### config.mk
export PLATFORM = sky130hd
export DESIGN_NAME = cursor_blink_writer
export DESIGN_NICKNAME = d
export VERILOG_FILES = /design/src/rtl/cursor_blink_writer.sv
export SDC_FILE = /design/constraint.sdc
export NUM_CORES = 1
export LEC_CHECK = 0
export CAP_MARGIN = 20
export CORE_MARGIN = 3
export CORE_UTILIZATION = 58
export CTS_CLUSTER_SIZE = 30
export DETAILED_ROUTE_END_ITERATION = 10
export PLACE_DENSITY = 0.84
export SKIP_LAST_GASP = 1
export SYNTH_ARGS = -nofsm -noshare
export SYNTH_HDL_FRONTEND = slang
export SYNTH_SLANG_ARGS = --single-unit
### constraint.sdc
create_clock -name clk -period 4.1 [get_ports clk]
set_clock_uncertainty 0.05 [all_clocks]
set_input_delay 0.82 -clock clk [delete_from_list [all_inputs] [get_ports clk]]
set_output_delay 0.82 -clock clk [all_outputs]
set_load 0.03 [all_outputs]
### src/rtl/cursor_blink_writer.sv
// cursor_blink_writer: blinks the paint cursor by alternately writing WHITE and the saved pixel colour, restoring on move/disable
module cursor_blink_writer #(
  parameter int ADDR_W = 11,
  parameter int COLOR_W = 3,
  parameter int CNT_W = 24,
  parameter int ON_TICKS = 5000000,
  parameter int OFF_TICKS = 5000000,
  parameter logic [COLOR_W-1:0] WHITE = '1
) (
  input  logic               clk,
  input  logic               rst,
  input  logic               enable,
  input  logic [ADDR_W-1:0]  cur_addr,
  output logic               mem_req,
  output logic               mem_we,
  output logic [ADDR_W-1:0]  mem_addr,
  output logic [COLOR_W-1:0] mem_wdata,
  input  logic [COLOR_W-1:0] mem_rdata,
  input  logic               mem_ack,
  output logic               cursor_on,
  output logic               phase_end,
  output logic               busy
);
  typedef enum logic [2:0] {IDLE, RD, ON_WR, ON_WAIT, OFF_WR, OFF_WAIT, RESTORE} state_t;
  state_t r_state, w_nxt;
  logic [ADDR_W-1:0] r_saved_addr, r_addr;
  logic [COLOR_W-1:0] r_saved_color, r_wdata;
  logic [CNT_W-1:0] r_cnt;
  logic r_req, r_we;
  logic w_ack, w_wait, w_abort, w_expire, w_issue;
  assign w_ack = r_req & mem_ack;
  assign w_wait = (r_state == ON_WAIT) || (r_state == OFF_WAIT);
  assign w_abort = w_wait & (~enable | (cur_addr != r_saved_addr));
  assign w_expire = r_cnt == ((r_state == ON_WAIT) ? CNT_W'(ON_TICKS - 1) : CNT_W'(OFF_TICKS - 1));
  // A new request starts only from a cycle with mem_req low, which also gives the idle gap after each ack
  assign w_issue = ~r_req & ((r_state == RD) || (r_state == ON_WR) || (r_state == OFF_WR) || (r_state == RESTORE));
  assign mem_req = r_req;
  assign mem_we = r_we;
  assign mem_addr = r_addr;
  assign mem_wdata = r_wdata;
  always_ff @(posedge clk) begin
    if (rst) begin
      r_state <= IDLE;
      r_cnt <= '0;
      r_saved_addr <= '0;
      r_saved_color <= '0;
      r_req <= 1'b0;
      r_we <= 1'b0;
      r_addr <= '0;
      r_wdata <= '0;
    end else begin
      r_state <= w_nxt;
      r_cnt <= (w_wait && w_nxt == r_state) ? r_cnt + 1'b1 : '0;
      if (r_state != RD && w_nxt == RD) r_saved_addr <= cur_addr;
      if (r_state == RD && w_ack) r_saved_color <= mem_rdata;
      if (w_issue) begin
        r_req <= 1'b1;
        r_we <= r_state != RD;
        r_addr <= r_saved_addr;
        r_wdata <= (r_state == ON_WR) ? WHITE : r_saved_color;
      end else if (w_ack) r_req <= 1'b0;
    end
  end
  // Move/disable outranks phase expiry in the wait states
  always_comb begin
    w_nxt = r_state;
    case (r_state)
      IDLE:     w_nxt = enable ? RD : IDLE;
      RD:       w_nxt = w_ack ? ON_WR : RD;
      ON_WR:    w_nxt = w_ack ? ON_WAIT : ON_WR;
      OFF_WR:   w_nxt = w_ack ? OFF_WAIT : OFF_WR;
      ON_WAIT:  w_nxt = w_abort ? RESTORE : w_expire ? OFF_WR : ON_WAIT;
      OFF_WAIT: w_nxt = w_abort ? RESTORE : w_expire ? ON_WR : OFF_WAIT;
      RESTORE:  w_nxt = w_ack ? (enable ? RD : IDLE) : RESTORE;
      default:  w_nxt = IDLE;
    endcase
  end
  always_comb begin
    phase_end = w_wait & w_expire & ~w_abort;
    cursor_on = r_state == ON_WAIT;
    busy = r_state != IDLE;
  end
endmodule

==> results of run 1 <==
[area by class of cell]
cell class / count / share of cell area (%)
Sequential cell: 57 / 36.1
Timing Repair Buffer: 39 / 12.1
Clock inverter: 5 / 2.45
Multi-Input combinational cell: 227 / 42.1
Tap cell: 50 / 1.98
Clock buffer: 11 / 4.79
Inverter: 4 / 0.475
[layout by cell type (no fill, tap or decap), types with 2 or more instances in the layout]
| master | instances |
|---|---|
| sky130_fd_sc_hd__buf_4 | 3 |
| sky130_fd_sc_hd__nor3_1 | 9 |
| sky130_fd_sc_hd__a21oi_1 | 16 |
| sky130_fd_sc_hd__nand4_1 | 9 |
| sky130_fd_sc_hd__and4_1 | 2 |
| sky130_fd_sc_hd__dfxtp_1 | 57 |
| sky130_fd_sc_hd__o21ai_0 | 6 |
| sky130_fd_sc_hd__nor4_1 | 2 |
| sky130_fd_sc_hd__clkdlybuf4s50_1 | 36 |
| sky130_fd_sc_hd__mux2i_1 | 16 |
| sky130_fd_sc_hd__clkinv_2 | 2 |
| sky130_fd_sc_hd__nand2_1 | 35 |
| sky130_fd_sc_hd__clkbuf_8 | 11 |
| sky130_fd_sc_hd__inv_1 | 4 |
| sky130_fd_sc_hd__nor2_1 | 57 |
| sky130_fd_sc_hd__nand2b_1 | 2 |
| sky130_fd_sc_hd__bufinv_16 | 2 |
| sky130_fd_sc_hd__and3_1 | 5 |
| sky130_fd_sc_hd__xnor2_1 | 16 |
| sky130_fd_sc_hd__and2_1 | 2 |
| sky130_fd_sc_hd__nand3_1 | 16 |
| sky130_fd_sc_hd__xor2_1 | 17 |
[sequential cells by signal, indices dropped and copies added, names as in the netlist]
signal	count
r_cnt	24
r_state	3
mem_addr	11
mem_req	1
mem_we	1
r_saved_color	3
r_saved_addr	11
mem_wdata	3
[where the power goes]
| group | total, mW | leakage [nW] | internal (mW) | switching (mW) |
|---|---|---|---|---|
| Sequential | 0.641 | 0.462 | 0.597 | 0.0436 |
| Combinational | 0.347 | 0.506 | 0.147 | 0.200 |
| Clock | 0.595 | 0.115 | 0.373 | 0.222 |
| Total | 1.58 | 1.08 | 1.12 | 0.466 |
[tightest hold or removal path, stage by stage, from the launching register on]
cell	delay [ns]
sky130_fd_sc_hd__dfxtp_1	0.31
sky130_fd_sc_hd__nand2_1	0.05
sky130_fd_sc_hd__a21oi_1	0.05
[worst max-delay path by stage]
stage / to / slack (ns) / cells past startpoint / start
CTS: phase_end / 0.39 / 7 / cur_addr[0]
finish: phase_end / 0.37 / 7 / cur_addr[0]
floorplan: phase_end / 1.42 / 5 / cur_addr[0]
global route: phase_end / 0.26 / 7 / cur_addr[2]
detailed placement: phase_end / 0.42 / 7 / cur_addr[0]
global placement: phase_end / 0.43 / 7 / cur_addr[0]
[metrics by stage]
| step | hold WS [ns] | instances |
|---|---|---|
| detailed placement | 0.396 | 377 |
| global placement | 0.391 | 377 |
| global route | 0.426 | 393 |
| floorplan | 0.391 | 304 |
| finish | 0.402 | 393 |
| CTS | 0.405 | 393 |
[logic make-up after synthesis]
family | count (synthesis) | share of synthesized area (%)
mux | 17 | 6.67
buf+inv | 20 | 3.75
simple gates | 148 | 27.2
flops | 57 | 44.4
fa+ha+maj | 1 | 0.487
compound gates | 28 | 6.24
xor+xnor | 33 | 11.3
[routing by layer]
metal | track usage (%) | wire length (µm) | vias to the layer above
met5 | 0 | 0 | -
met4 | 11.9 | 81 | 0
met3 | 5.96 | 297 | 7
met2 | 32.9 | 2650 | 57
met1 | 29.7 | 2510 | 1020
li1 | - | - | 1100
==> report_table.html, run 1 <==
<table>
<tr><th>Metric</th><th>Value</th></tr>
<tr><th colspan="2">Outcome</th></tr>
<tr><td>Outcome</td><td>completed</td></tr>
<tr><th colspan="2">Timing</th></tr>
<tr><td>Final worst path period need</td><td>3.73 ns</td></tr>
<tr><td>Transition time at the pin with the least slew margin</td><td>0.781 ns</td></tr>
<tr><td>Share of the clock period used by the worst path</td><td>91.0%</td></tr>
<tr><td>Worst max-slew margin expressed relative to the limit</td><td>47.9%</td></tr>
<tr><td>Final worst-path setup slack</td><td>0.367 ns</td></tr>
<tr><td>Max Slew Vio Count</td><td>0</td></tr>
<tr><td>Highest attainable clock frequency</td><td>268 MHz</td></tr>
<tr><td>Final hold violations</td><td>0</td></tr>
<tr><td>RSZ-0062 raised after global routing</td><td>no</td></tr>
<tr><td>Count of endpoints failing setup in the final report</td><td>0</td></tr>
<tr><td>Sum of negative setup slack</td><td>0 ns</td></tr>
<tr><th colspan="2">Drt</th></tr>
<tr><td>Average wire length per cell after detail routing</td><td>14.1 µm</td></tr>
<tr><td>Number of DRC markers in iteration 0</td><td>180</td></tr>
<tr><td>First drt pass iteration count</td><td>4</td></tr>
<tr><td>Antenna Nets Post-Route</td><td>0</td></tr>
<tr><td>Remaining design rule violation count</td><td>0</td></tr>
<tr><td>Avg Vias per Cell</td><td>5.56</td></tr>
<tr><td>Final wirelength</td><td>5.53 mm</td></tr>
<tr><td>Detailed-route via count</td><td>2,184</td></tr>
<tr><th colspan="2">Synth</th></tr>
<tr><td>Portion of the post-synthesis area used by sequential elements</td><td>44.4%</td></tr>
<tr><td>Count of flip-flops with a built-in enable after synthesis</td><td>0</td></tr>
<tr><td>Dominant cells by area after synthesis</td><td>sky130_fd_sc_hd__dfxtp_1 (44%), sky130_fd_sc_hd__nor2_1 (8.3%), sky130_fd_sc_hd__mux2i_1 (6.2%), sky130_fd_sc_hd__xor2_1 (5.8%), sky130_fd_sc_hd__xnor2_1 (5.5%)</td></tr>
<tr><td>Yosys top cell by area</td><td>sky130_fd_sc_hd__dfxtp_1</td></tr>
<tr><td>Fraction of post-synthesis cell area in the top cell type by area</td><td>44.4%</td></tr>
<tr><td>Synthesized area</td><td>2570 µm²</td></tr>
<tr><td>Distinct cells, synth</td><td>39</td></tr>
<tr><td>Mean instance size in the synthesized netlist</td><td>8.45 µm²</td></tr>
<tr><td>Ys async rst share</td><td>0%</td></tr>
<tr><td>Synth Warn #</td><td>0</td></tr>
<tr><td>Top post-synthesis cells by count</td><td>sky130_fd_sc_hd__dfxtp_1 (57), sky130_fd_sc_hd__nor2_1 (57), sky130_fd_sc_hd__nand2_1 (35)</td></tr>
<tr><td>Count of mapped cells out of synthesis</td><td>304</td></tr>
<tr><td>Post-synthesis register bit count</td><td>57</td></tr>
<tr><td>Most common flop cell mapped by yosys</td><td>sky130_fd_sc_hd__dfxtp_1</td></tr>
<tr><td>Synthesized net count</td><td>323</td></tr>
<tr><th colspan="2">Min path</th></tr>
<tr><td>Worst Hold End</td><td>mem_addr[8]</td></tr>
<tr><td>Worst Hold Launch</td><td>mem_addr[8]</td></tr>
<tr><td>Path class of the lowest-slack min-delay path</td><td>reg2reg</td></tr>
<tr><td>Hold Path Stages</td><td>2</td></tr>
<tr><th colspan="2">Setup path</th></tr>
<tr><td>Standard cell with the maximum stage delay on the critical path</td><td>sky130_fd_sc_hd__clkdlybuf4s50_1</td></tr>
<tr><td>Crit. End Element</td><td>output port</td></tr>
<tr><td>Critical Path Source Type</td><td>input port</td></tr>
<tr><td>Endpoint of the worst-slack reg-to-reg timing path</td><td>r_cnt[15]</td></tr>
<tr><td>Worst path required time</td><td>3.23 ns</td></tr>
<tr><td>Cell type with the highest occurrence count on the critical path</td><td>sky130_fd_sc_hd__clkdlybuf4s50_1</td></tr>
<tr><td>Worst Reg-to-Reg Cells</td><td>5</td></tr>
<tr><td>Worst path buffer plus inverter count</td><td>2</td></tr>
<tr><td>Reg-to-reg startpoint</td><td>r_state[0]</td></tr>
<tr><td>Delay of the slowest critical-path stage</td><td>0.70 ns</td></tr>
<tr><td>Top delay family on crit path</td><td>buffers and inverters</td></tr>
<tr><td>Register-to-Register Setup Slack</td><td>1.72 ns</td></tr>
<tr><td>Start-to-end type of the worst setup path</td><td>in2out</td></tr>
<tr><td>Largest fanout on the critical path</td><td>5</td></tr>
<tr><td>Critical path cell sequence</td><td>clkdlybuf4s50_1 &gt; xnor2_1 &gt; nand4_1 &gt; nor3_2 &gt; nand2_1 &gt; nor2_1 &gt; clkdlybuf4s50_1</td></tr>
<tr><td>Critical Path AT</td><td>2.86 ns</td></tr>
<tr><th colspan="2">Finish</th></tr>
<tr><td>Number of filler cells placed in the layout</td><td>297</td></tr>
<tr><td>Area growth from synthesis to layout</td><td>23.1%</td></tr>
<tr><td>Post-layout utilization of the core</td><td>76.3%</td></tr>
<tr><td>Layout net count</td><td>357</td></tr>
<tr><td>Diode insertion count for antenna repair</td><td>0</td></tr>
<tr><td>Share of final-layout standard cells stronger than drive strength 1</td><td>7.00%</td></tr>
<tr><td>Footprint of the multi-input gates</td><td>1330 µm²</td></tr>
<tr><td>Reg area</td><td>1140 µm²</td></tr>
<tr><td>Post-route design area</td><td>3160 µm²</td></tr>
<tr><th colspan="2">Floorplan</th></tr>
<tr><td>Die area</td><td>5260 µm²</td></tr>
<tr><td>Standard-cell rows</td><td>23</td></tr>
<tr><td>Initial core utilization</td><td>62.0%</td></tr>
<tr><td>Core Area</td><td>4140 µm²</td></tr>
<tr><td>Die height</td><td>72.6 µm</td></tr>
<tr><td>Die span in x</td><td>72.6 µm</td></tr>
<tr><td>Top Ports</td><td>37</td></tr>
<tr><th colspan="2">CTS</th></tr>
<tr><td>Number of gates resized after cts</td><td>0</td></tr>
<tr><td>Number of buffers on the longest clock path</td><td>2</td></tr>
<tr><td>Hold-fix buffers at CTS</td><td>0</td></tr>
<tr><td>Post-CTS setup repair buffer count</td><td>0</td></tr>
<tr><td>Clock Tree Root</td><td>sky130_fd_sc_hd__clkbuf_8</td></tr>
<tr><td>TritonCTS clock tree</td><td>built</td></tr>
<tr><td>Clock transition at the register clock pins on the worst setup and hold paths after CTS</td><td>0.06 ns</td></tr>
<tr><td>TritonCTS sink count</td><td>57</td></tr>
<tr><td>Number of levels in the clock H-tree</td><td>3</td></tr>
<tr><td>Number of clock buffers inserted by TritonCTS</td><td>9</td></tr>
<tr><td>Clock latency of the later-clocked register in the worst-skew pair</td><td>0.33 ns</td></tr>
<tr><th colspan="2">Placement</th></tr>
<tr><td>Post-DP HPWL</td><td>3.74 mm</td></tr>
<tr><td>Placement Cell Area</td><td>2930 µm²</td></tr>
<tr><td>Port Buffer Count</td><td>36</td></tr>
<tr><td>Gpl congestion</td><td>0.784</td></tr>
<tr><td>Worst setup slack before clock tree synthesis</td><td>0.420 ns</td></tr>
<tr><th colspan="2">Global routing</th></tr>
<tr><td>Number of antenna violations at the first check in global routing</td><td>0</td></tr>
<tr><td>All-Layer GR Usage</td><td>22.3%</td></tr>
<tr><td>Number of global-route vias before repair</td><td>1,947</td></tr>
<tr><td>Overflow left after global routing</td><td>0</td></tr>
<tr><td>Global-route wire length before repair</td><td>9.11 mm</td></tr>
<tr><td>Maximum number of pins on one net before global-route repair</td><td>36</td></tr>
<tr><th colspan="2">Job</th></tr>
<tr><td>Number of max-capacitance violations reported</td><td>0</td></tr>
<tr><th colspan="2">Power and ir drop</th></tr>
<tr><td>Peak VDD IR</td><td>0.305 mV</td></tr>
<tr><td>P_leak</td><td>1.08 nW</td></tr>
<tr><td>Power density relative to cell area</td><td>501 nW/µm²</td></tr>
<tr><td>Total power</td><td>1.58 mW</td></tr>
</table>
Note: power is estimated with default switching activity, not from simulation.
==> inputs of run 2 (changes only) <==
--- a/constraint.sdc
+++ b/constraint.sdc
@@ -4,2 +4,2 @@
 set_output_delay 0.82 -clock clk [all_outputs]
-set_load 0.03 [all_outputs]
+set_load 0.1 [all_outputs]
==> report_table.html, run 2 (same netlist as run 1, synthesis figures left out) <==
<table>
<tr><th>Metric</th><th>Value</th></tr>
<tr><th colspan="2">Timing</th></tr>
<tr><td>Count of endpoints failing setup in the final report</td><td>0 (unchanged)</td></tr>
<tr><td>Worst max-slew margin expressed relative to the limit</td><td>32.4% (-15 points)</td></tr>
<tr><td>Max Slew Vio Count</td><td>0 (unchanged)</td></tr>
<tr><td>Sum of negative setup slack</td><td>0 ns (unchanged)</td></tr>
<tr><td>Final hold violations</td><td>0 (unchanged)</td></tr>
<tr><td>Highest attainable clock frequency</td><td>296 MHz (+10%)</td></tr>
<tr><td>Transition time at the pin with the least slew margin</td><td>1.01 ns (+0.229 ns)</td></tr>
<tr><td>Share of the clock period used by the worst path</td><td>82.5% (-8.5 points)</td></tr>
<tr><td>Final worst path period need</td><td>3.38 ns (-0.350 ns)</td></tr>
<tr><td>RSZ-0062 raised after global routing</td><td>no</td></tr>
<tr><th colspan="2">Finish</th></tr>
<tr><td>Post-route design area</td><td>3150 µm² (-0.32%)</td></tr>
<tr><td>Diode insertion count for antenna repair</td><td>0 (unchanged)</td></tr>
<tr><td>Share of final-layout standard cells stronger than drive strength 1</td><td>7.00% (unchanged)</td></tr>
<tr><td>Layout net count</td><td>357 (unchanged)</td></tr>
<tr><td>Area growth from synthesis to layout</td><td>22.7%</td></tr>
<tr><td>Largest register FFs</td><td>24 (unchanged)</td></tr>
<tr><td>Number of filler cells placed in the layout</td><td>308 (+3.7%)</td></tr>
<tr><td>Top reg by flops</td><td>r_cnt</td></tr>
<tr><td>Most frequent cells in the layout</td><td>sky130_fd_sc_hd__nor2_1 (57), sky130_fd_sc_hd__dfxtp_1 (57), sky130_fd_sc_hd__nand2_1 (35), sky130_fd_sc_hd__clkdlybuf4s50_1 (34), sky130_fd_sc_hd__xor2_1 (17)</td></tr>
<tr><th colspan="2">Setup path</th></tr>
<tr><td>Crit path capture</td><td>phase_end</td></tr>
<tr><td>Crit. End Element</td><td>output port</td></tr>
<tr><td>Standard cell with the maximum stage delay on the critical path</td><td>sky130_fd_sc_hd__clkdlybuf4s50_1</td></tr>
<tr><td>Worst setup path startpoint</td><td>cur_addr[2]</td></tr>
<tr><td>Worst path required time</td><td>3.23 ns (about the same)</td></tr>
<tr><td>Reg-to-reg startpoint</td><td>r_state[0]</td></tr>
<tr><td>Endpoint of the worst-slack reg-to-reg timing path</td><td>r_cnt[13]</td></tr>
<tr><td>Worst Reg-to-Reg Cells</td><td>5 (unchanged)</td></tr>
<tr><td>Critical Path Source Type</td><td>input port</td></tr>
<tr><td>Delay of the slowest critical-path stage</td><td>0.50 ns (-0.20 ns)</td></tr>
<tr><td>Start-to-end type of the worst setup path</td><td>in2out</td></tr>
<tr><td>Critical Path AT</td><td>2.51 ns (-0.35 ns)</td></tr>
<tr><td>Critical path cell sequence</td><td>clkdlybuf4s50_1 &gt; xnor2_1 &gt; nand4_1 &gt; nor3_2 &gt; nand2_1 &gt; nor2_1 &gt; buf_12</td></tr>
<tr><td>Largest fanout on the critical path</td><td>5 (unchanged)</td></tr>
<tr><td>Register-to-Register Setup Slack</td><td>1.72 ns (about the same)</td></tr>
<tr><th colspan="2">CTS</th></tr>
<tr><td>Hold-fix buffers at CTS</td><td>0 (unchanged)</td></tr>
<tr><td>Clock latency of the later-clocked register in the worst-skew pair</td><td>0.34 ns (about the same)</td></tr>
<tr><td>Number of clock buffers inserted by TritonCTS</td><td>9 (unchanged)</td></tr>
<tr><td>TritonCTS clock tree</td><td>built</td></tr>
<tr><td>Post-CTS setup repair buffer count</td><td>0 (unchanged)</td></tr>
<tr><td>Number of gates resized after cts</td><td>0 (unchanged)</td></tr>
<tr><td>TritonCTS sink count</td><td>57 (unchanged)</td></tr>
<tr><td>Number of levels in the clock H-tree</td><td>3 (unchanged)</td></tr>
<tr><td>Number of buffers on the longest clock path</td><td>2 (unchanged)</td></tr>
<tr><td>Clock transition at the register clock pins on the worst setup and hold paths after CTS</td><td>0.06 ns (about the same)</td></tr>
<tr><td>Clock Tree Root</td><td>sky130_fd_sc_hd__clkbuf_8</td></tr>
<tr><th colspan="2">Placement</th></tr>
<tr><td>Post-DP HPWL</td><td>3.81 mm (+1.7%)</td></tr>
<tr><td>Placement Cell Area</td><td>2940 µm² (+0.26%)</td></tr>
<tr><td>Gpl congestion</td><td>0.800 (+2.0%)</td></tr>
<tr><td>Port Buffer Count</td><td>36 (unchanged)</td></tr>
<tr><th colspan="2">Global routing</th></tr>
<tr><td>Overflow left after global routing</td><td>0 (unchanged)</td></tr>
<tr><td>Maximum number of pins on one net before global-route repair</td><td>35 (-2.8%)</td></tr>
<tr><td>Number of antenna violations at the first check in global routing</td><td>0 (unchanged)</td></tr>
<tr><td>All-Layer GR Usage</td><td>24.4% (+2.1 points)</td></tr>
<tr><td>Number of global-route vias before repair</td><td>2,122 (+9.0%)</td></tr>
<tr><td>Global-route wire length before repair</td><td>9.87 mm (+8.4%)</td></tr>
<tr><th colspan="2">Floorplan</th></tr>
<tr><td>Die span in x</td><td>72.6 µm (unchanged)</td></tr>
<tr><td>Core Area</td><td>4140 µm² (unchanged)</td></tr>
<tr><td>Top Ports</td><td>37 (unchanged)</td></tr>
<tr><td>Die height</td><td>72.6 µm (unchanged)</td></tr>
<tr><td>Initial core utilization</td><td>62.0% (unchanged)</td></tr>
<tr><td>Standard-cell rows</td><td>23 (unchanged)</td></tr>
<tr><td>Die area</td><td>5260 µm² (unchanged)</td></tr>
<tr><th colspan="2">Drt</th></tr>
<tr><td>Remaining design rule violation count</td><td>0 (unchanged)</td></tr>
<tr><td>Final wirelength</td><td>5.80 mm (+4.7%)</td></tr>
<tr><td>Detailed-route via count</td><td>2,157 (-1.2%)</td></tr>
<tr><td>Avg Vias per Cell</td><td>5.49 (-1.2%)</td></tr>
<tr><td>Antenna Nets Post-Route</td><td>0 (unchanged)</td></tr>
<tr><td>Number of DRC markers in iteration 0</td><td>198 (+10%)</td></tr>
<tr><td>First drt pass iteration count</td><td>4 (unchanged)</td></tr>
<tr><td>Average wire length per cell after detail routing</td><td>14.7 µm (+4.7%)</td></tr>
<tr><th colspan="2">Power and ir drop</th></tr>
<tr><td>Peak VDD IR</td><td>0.328 mV (+7.4%)</td></tr>
<tr><td>Power density relative to cell area</td><td>541 nW/µm² (+8.0%)</td></tr>
<tr><td>P_leak</td><td>1.07 nW (-0.89%)</td></tr>
<tr><th colspan="2">Job</th></tr>
<tr><td>Number of max-capacitance violations reported</td><td>0 (unchanged)</td></tr>
<tr><th colspan="2">Outcome</th></tr>
<tr><td>Outcome</td><td>completed</td></tr>
<tr><th colspan="2">Min path</th></tr>
<tr><td>Path class of the lowest-slack min-delay path</td><td>reg2reg</td></tr>
</table>
run 2: where the power goes:
part / internal (mW) / total (mW) / switching, mW
registers: 0.597 / 0.641 / 0.0439
clock network: 0.341 / 0.568 / 0.227
logic: 0.145 / 0.496 / 0.351
total: 1.08 / 1.70 / 0.621
run 2: area by class of cell:
type	count	area (µm²)	share of cell area, %
inverter	4	15.0	0.476
timing repair buffer	39	390	12.4
tap	50	62.6	1.98
multi-input combinational	227	1330	42.2
clock inverter	5	80.1	2.54
sequential	57	1140	36.2
clock buffer	11	131	4.17
run 2: stage by stage:
| step | hold WS (ns) | setup WS, ns | power [mW] | utilization (%) | std cells |
|---|---|---|---|---|---|
| global placement | 0.390 | 0.810 | 1.13 | 71.0 | 377 |
| CTS | 0.409 | 0.737 | 1.71 | 76.1 | 393 |
| global route | 0.433 | 0.629 | 1.77 | 76.1 | 393 |
| floorplan | 0.391 | 0.569 | 1.02 | - | 304 |
| detailed placement | 0.399 | 0.735 | 1.14 | 71.0 | 377 |
| finish | 0.405 | 0.717 | 1.70 | 76.1 | 393 |
run 2: worst min-delay path by stage:
stage | slack (ns) | to | start | cells past startpoint
after detailed placement | 0.40 | mem_addr[0] | mem_addr[0] | 2
after global placement | 0.39 | mem_addr[3] | mem_addr[3] | 2
final | 0.40 | mem_addr[10] | mem_addr[10] | 2
after CTS | 0.41 | mem_addr[10] | mem_addr[10] | 2
after global routing | 0.43 | mem_addr[9] | mem_addr[9] | 2
after floorplan | 0.39 | r_cnt[0] | r_cnt[0] | 1
run 2: worst max-delay path, delay by kind of cell:
| kind | cells | cell delay (ns) |
|---|---|---|
| buf+inv | 2 | 0.71 |
| xor+xnor | 1 | 0.14 |
| simple gates | 4 | 0.83 |
run 2: per-layer routing:
metal	GRT usage, %	vias up	part of all wire [%]
li1	-	1095	-
met1	30.2	990	44
met2	37.9	54	48
met3	8.73	18	5.6
met4	11.3	0	2.6
met5	0	-	0
==> inputs of run 3 (changes only) <==
- CORE_UTILIZATION: 58 -> 48
- PLACE_DENSITY: 0.84 -> 0.75
- clock period: 4.1 -> 2.9 ns (I/O delays scaled with it)
==> report_table.html, run 3 (same netlist as run 1, synthesis figures left out) <==
<table>
<tr><th>Metric</th><th>Value</th></tr>
<tr><th colspan="2">Setup path</th></tr>
<tr><td>Worst Reg-to-Reg Cells</td><td>6 (+1)</td></tr>
<tr><td>Largest fanout on the critical path</td><td>6 (+1)</td></tr>
<tr><td>Crit path capture</td><td>phase_end</td></tr>
<tr><td>Worst setup path startpoint</td><td>r_cnt[14]</td></tr>
<tr><td>Reg-to-reg startpoint</td><td>r_state[0]</td></tr>
<tr><td>Critical Path AT</td><td>2.10 ns (-0.41 ns)</td></tr>
<tr><td>Start-to-end type of the worst setup path</td><td>reg2out</td></tr>
<tr><td>Worst path required time</td><td>2.27 ns (-0.96 ns)</td></tr>
<tr><td>Endpoint of the worst-slack reg-to-reg timing path</td><td>r_cnt[5]</td></tr>
<tr><td>Crit. End Element</td><td>output port</td></tr>
<tr><td>Register-to-Register Setup Slack</td><td>0.80 ns (-0.92 ns)</td></tr>
<tr><td>Critical Path Source Type</td><td>flip-flop</td></tr>
<tr><th colspan="2">CTS</th></tr>
<tr><td>Number of clock buffers inserted by TritonCTS</td><td>9 (unchanged)</td></tr>
<tr><td>Number of levels in the clock H-tree</td><td>3 (unchanged)</td></tr>
<tr><td>Clock latency of the later-clocked register in the worst-skew pair</td><td>0.33 ns (about the same)</td></tr>
<tr><td>Number of gates resized after cts</td><td>0 (unchanged)</td></tr>
<tr><td>TritonCTS sink count</td><td>57 (unchanged)</td></tr>
<tr><td>Post-CTS setup repair buffer count</td><td>0 (unchanged)</td></tr>
<tr><td>Clock Tree Root</td><td>sky130_fd_sc_hd__clkbuf_8</td></tr>
<tr><td>TritonCTS clock tree</td><td>built</td></tr>
<tr><td>Hold-fix buffers at CTS</td><td>0 (unchanged)</td></tr>
<tr><td>Clock transition at the register clock pins on the worst setup and hold paths after CTS</td><td>0.07 ns (about the same)</td></tr>
<tr><td>Number of buffers on the longest clock path</td><td>2 (unchanged)</td></tr>
<tr><th colspan="2">Timing</th></tr>
<tr><td>Final hold violations</td><td>0 (unchanged)</td></tr>
<tr><td>RSZ-0062 raised after global routing</td><td>no</td></tr>
<tr><td>Final hold slack</td><td>0.407 ns (+0.00219 ns)</td></tr>
<tr><td>Highest attainable clock frequency</td><td>367 MHz</td></tr>
<tr><td>Final worst path period need</td><td>2.73 ns</td></tr>
<tr><td>Transition time at the pin with the least slew margin</td><td>0.748 ns (-0.262 ns)</td></tr>
<tr><td>Sum of negative setup slack</td><td>0 ns (unchanged)</td></tr>
<tr><td>Worst max-slew margin expressed relative to the limit</td><td>49.7% (+17 points)</td></tr>
<tr><td>Max Slew Vio Count</td><td>0 (unchanged)</td></tr>
<tr><td>Count of endpoints failing setup in the final report</td><td>0 (unchanged)</td></tr>
<tr><td>Share of the clock period used by the worst path</td><td>94.0%</td></tr>
<tr><th colspan="2">Placement</th></tr>
<tr><td>Post-DP HPWL</td><td>3.80 mm (about the same)</td></tr>
<tr><td>Placement Cell Area</td><td>2940 µm² (+0.13%)</td></tr>
<tr><td>Port Buffer Count</td><td>36 (unchanged)</td></tr>
<tr><td>Gpl congestion</td><td>0.805 (+0.69%)</td></tr>
<tr><th colspan="2">Global routing</th></tr>
<tr><td>All-Layer GR Usage</td><td>18.8% (-5.6 points)</td></tr>
<tr><td>Number of global-route vias before repair</td><td>2,051 (-3.3%)</td></tr>
<tr><td>Met2 GRT Util</td><td>29.8% (-8.1 points)</td></tr>
<tr><td>Global routing met1 resource utilization</td><td>23.8% (-6.5 points)</td></tr>
<tr><td>Gr busiest metal</td><td>met2</td></tr>
<tr><td>Met3 capacity usage during global routing</td><td>6.01% (-2.7 points)</td></tr>
<tr><td>Number of antenna violations at the first check in global routing</td><td>0 (unchanged)</td></tr>
<tr><td>Overflow left after global routing</td><td>0 (unchanged)</td></tr>
<tr><td>Global-route wire length before repair</td><td>9.32 mm (-5.6%)</td></tr>
<tr><td>Maximum number of pins on one net before global-route repair</td><td>25 (-29%)</td></tr>
<tr><th colspan="2">Job</th></tr>
<tr><td>Number of max-capacitance violations reported</td><td>0 (unchanged)</td></tr>
<tr><th colspan="2">Drt</th></tr>
<tr><td>Number of DRC markers in iteration 0</td><td>105 (-47%)</td></tr>
<tr><td>First drt pass iteration count</td><td>4 (unchanged)</td></tr>
<tr><td>Antenna Nets Post-Route</td><td>0 (unchanged)</td></tr>
<tr><td>Final wirelength</td><td>5.53 mm (-4.7%)</td></tr>
<tr><td>Avg Vias per Cell</td><td>5.28 (-3.8%)</td></tr>
<tr><td>Detailed-route via count</td><td>2,180 (+1.1%)</td></tr>
<tr><td>Remaining design rule violation count</td><td>0 (unchanged)</td></tr>
<tr><td>Average wire length per cell after detail routing</td><td>13.4 µm (-9.3%)</td></tr>
<tr><th colspan="2">Finish</th></tr>
<tr><td>Most frequent standard cell in the layout excluding fill and tap cells</td><td>sky130_fd_sc_hd__dfxtp_1</td></tr>
<tr><td>Area growth from synthesis to layout</td><td>24.1%</td></tr>
<tr><td>Most frequent cells in the layout</td><td>sky130_fd_sc_hd__dfxtp_1 (57), sky130_fd_sc_hd__nor2_1 (56), sky130_fd_sc_hd__nand2_1 (35), sky130_fd_sc_hd__buf_4 (24)</td></tr>
<tr><td>Layout net count</td><td>360 (+0.84%)</td></tr>
<tr><td>Number of filler cells placed in the layout</td><td>435 (+41%)</td></tr>
<tr><td>Diode insertion count for antenna repair</td><td>0 (unchanged)</td></tr>
<tr><td>Post-layout utilization of the core</td><td>64.5% (-12 points)</td></tr>
<tr><td>Top reg by flops</td><td>r_cnt</td></tr>
<tr><td>Share of final-layout standard cells stronger than drive strength 1</td><td>13.3% (+6.3 points)</td></tr>
<tr><td>Post-route design area</td><td>3190 µm² (+1.2%)</td></tr>
<tr><td>Largest register FFs</td><td>24 (unchanged)</td></tr>
<tr><th colspan="2">Floorplan</th></tr>
<tr><td>Die area</td><td>6270 µm² (+19%)</td></tr>
<tr><td>Die height</td><td>79.2 µm (+9.1%)</td></tr>
<tr><td>Top Ports</td><td>37 (unchanged)</td></tr>
<tr><td>Core Area</td><td>4940 µm² (+19%)</td></tr>
<tr><td>Die span in x</td><td>79.2 µm (+9.1%)</td></tr>
<tr><td>Standard-cell rows</td><td>25 (+8.7%)</td></tr>
<tr><td>Initial core utilization</td><td>52.0% (-10 points)</td></tr>
<tr><th colspan="2">Min path</th></tr>
<tr><td>Worst Hold Launch</td><td>mem_addr[5]</td></tr>
<tr><td>Path class of the lowest-slack min-delay path</td><td>reg2reg</td></tr>
<tr><th colspan="2">Outcome</th></tr>
<tr><td>Outcome</td><td>completed</td></tr>
<tr><th colspan="2">Power and ir drop</th></tr>
<tr><td>Peak VDD IR</td><td>0.463 mV (+41%)</td></tr>
<tr><td>Power density relative to cell area</td><td>785 nW/µm² (+45%)</td></tr>
<tr><td>P_leak</td><td>1.14 nW (+6.3%)</td></tr>
</table>
## run 3: cell type report
type	count	area (µm²)	area share (%)
flip-flops and latches	57	1140	35.8
multi-input cells	227	1330	41.8
well taps	67	83.8	2.63
inverters	4	15.0	0.471
repair buffers	42	370	11.6
clock buffers	11	141	4.43
clock inverters	5	103	3.22
## run 3: worst min-delay path by stage
stage | end | slack, ns | cells after the start
finish | mem_addr[5] | 0.41 | 2
global route | mem_addr[4] | 0.43 | 2
CTS | mem_addr[5] | 0.41 | 2
floorplan | r_cnt[0] | 0.39 | 1
global placement | mem_addr[5] | 0.40 | 2
detailed placement | mem_addr[5] | 0.40 | 2
## run 3: metrics by stage
step | std cells | power (mW) | worst slack [ns]
floorplan | 304 | 1.45 | 0.267
global placement | 397 | 1.59 | 0.253
detailed placement | 397 | 1.60 | 0.237
CTS | 413 | 2.52 | 0.158
global route | 413 | 2.61 | 0.0949
finish | 413 | 2.50 | 0.175
## run 3: critical path: stages, from the launching register on
cell	delay, ns
sky130_fd_sc_hd__dfxtp_1	0.43
sky130_fd_sc_hd__nor4b_1	0.26
sky130_fd_sc_hd__nand3_1	0.16
sky130_fd_sc_hd__nor4_4	0.44
sky130_fd_sc_hd__nand2_1	0.11
sky130_fd_sc_hd__nor2_2	0.17
sky130_fd_sc_hd__buf_12	0.19
## run 3: report_power, final
part	switching, mW	leakage (nW)	internal, mW
sequential	0.0627	0.462	0.844
clock	0.318	0.120	0.593
combinational	0.491	0.560	0.194
## run 3: per-layer routing
metal | part of all wire, % | vias up
met5 | 0 | -
met4 | 1.4 | 0
met3 | 5.0 | 10
met2 | 48 | 57
met1 | 46 | 1013
li1 | - | 1100
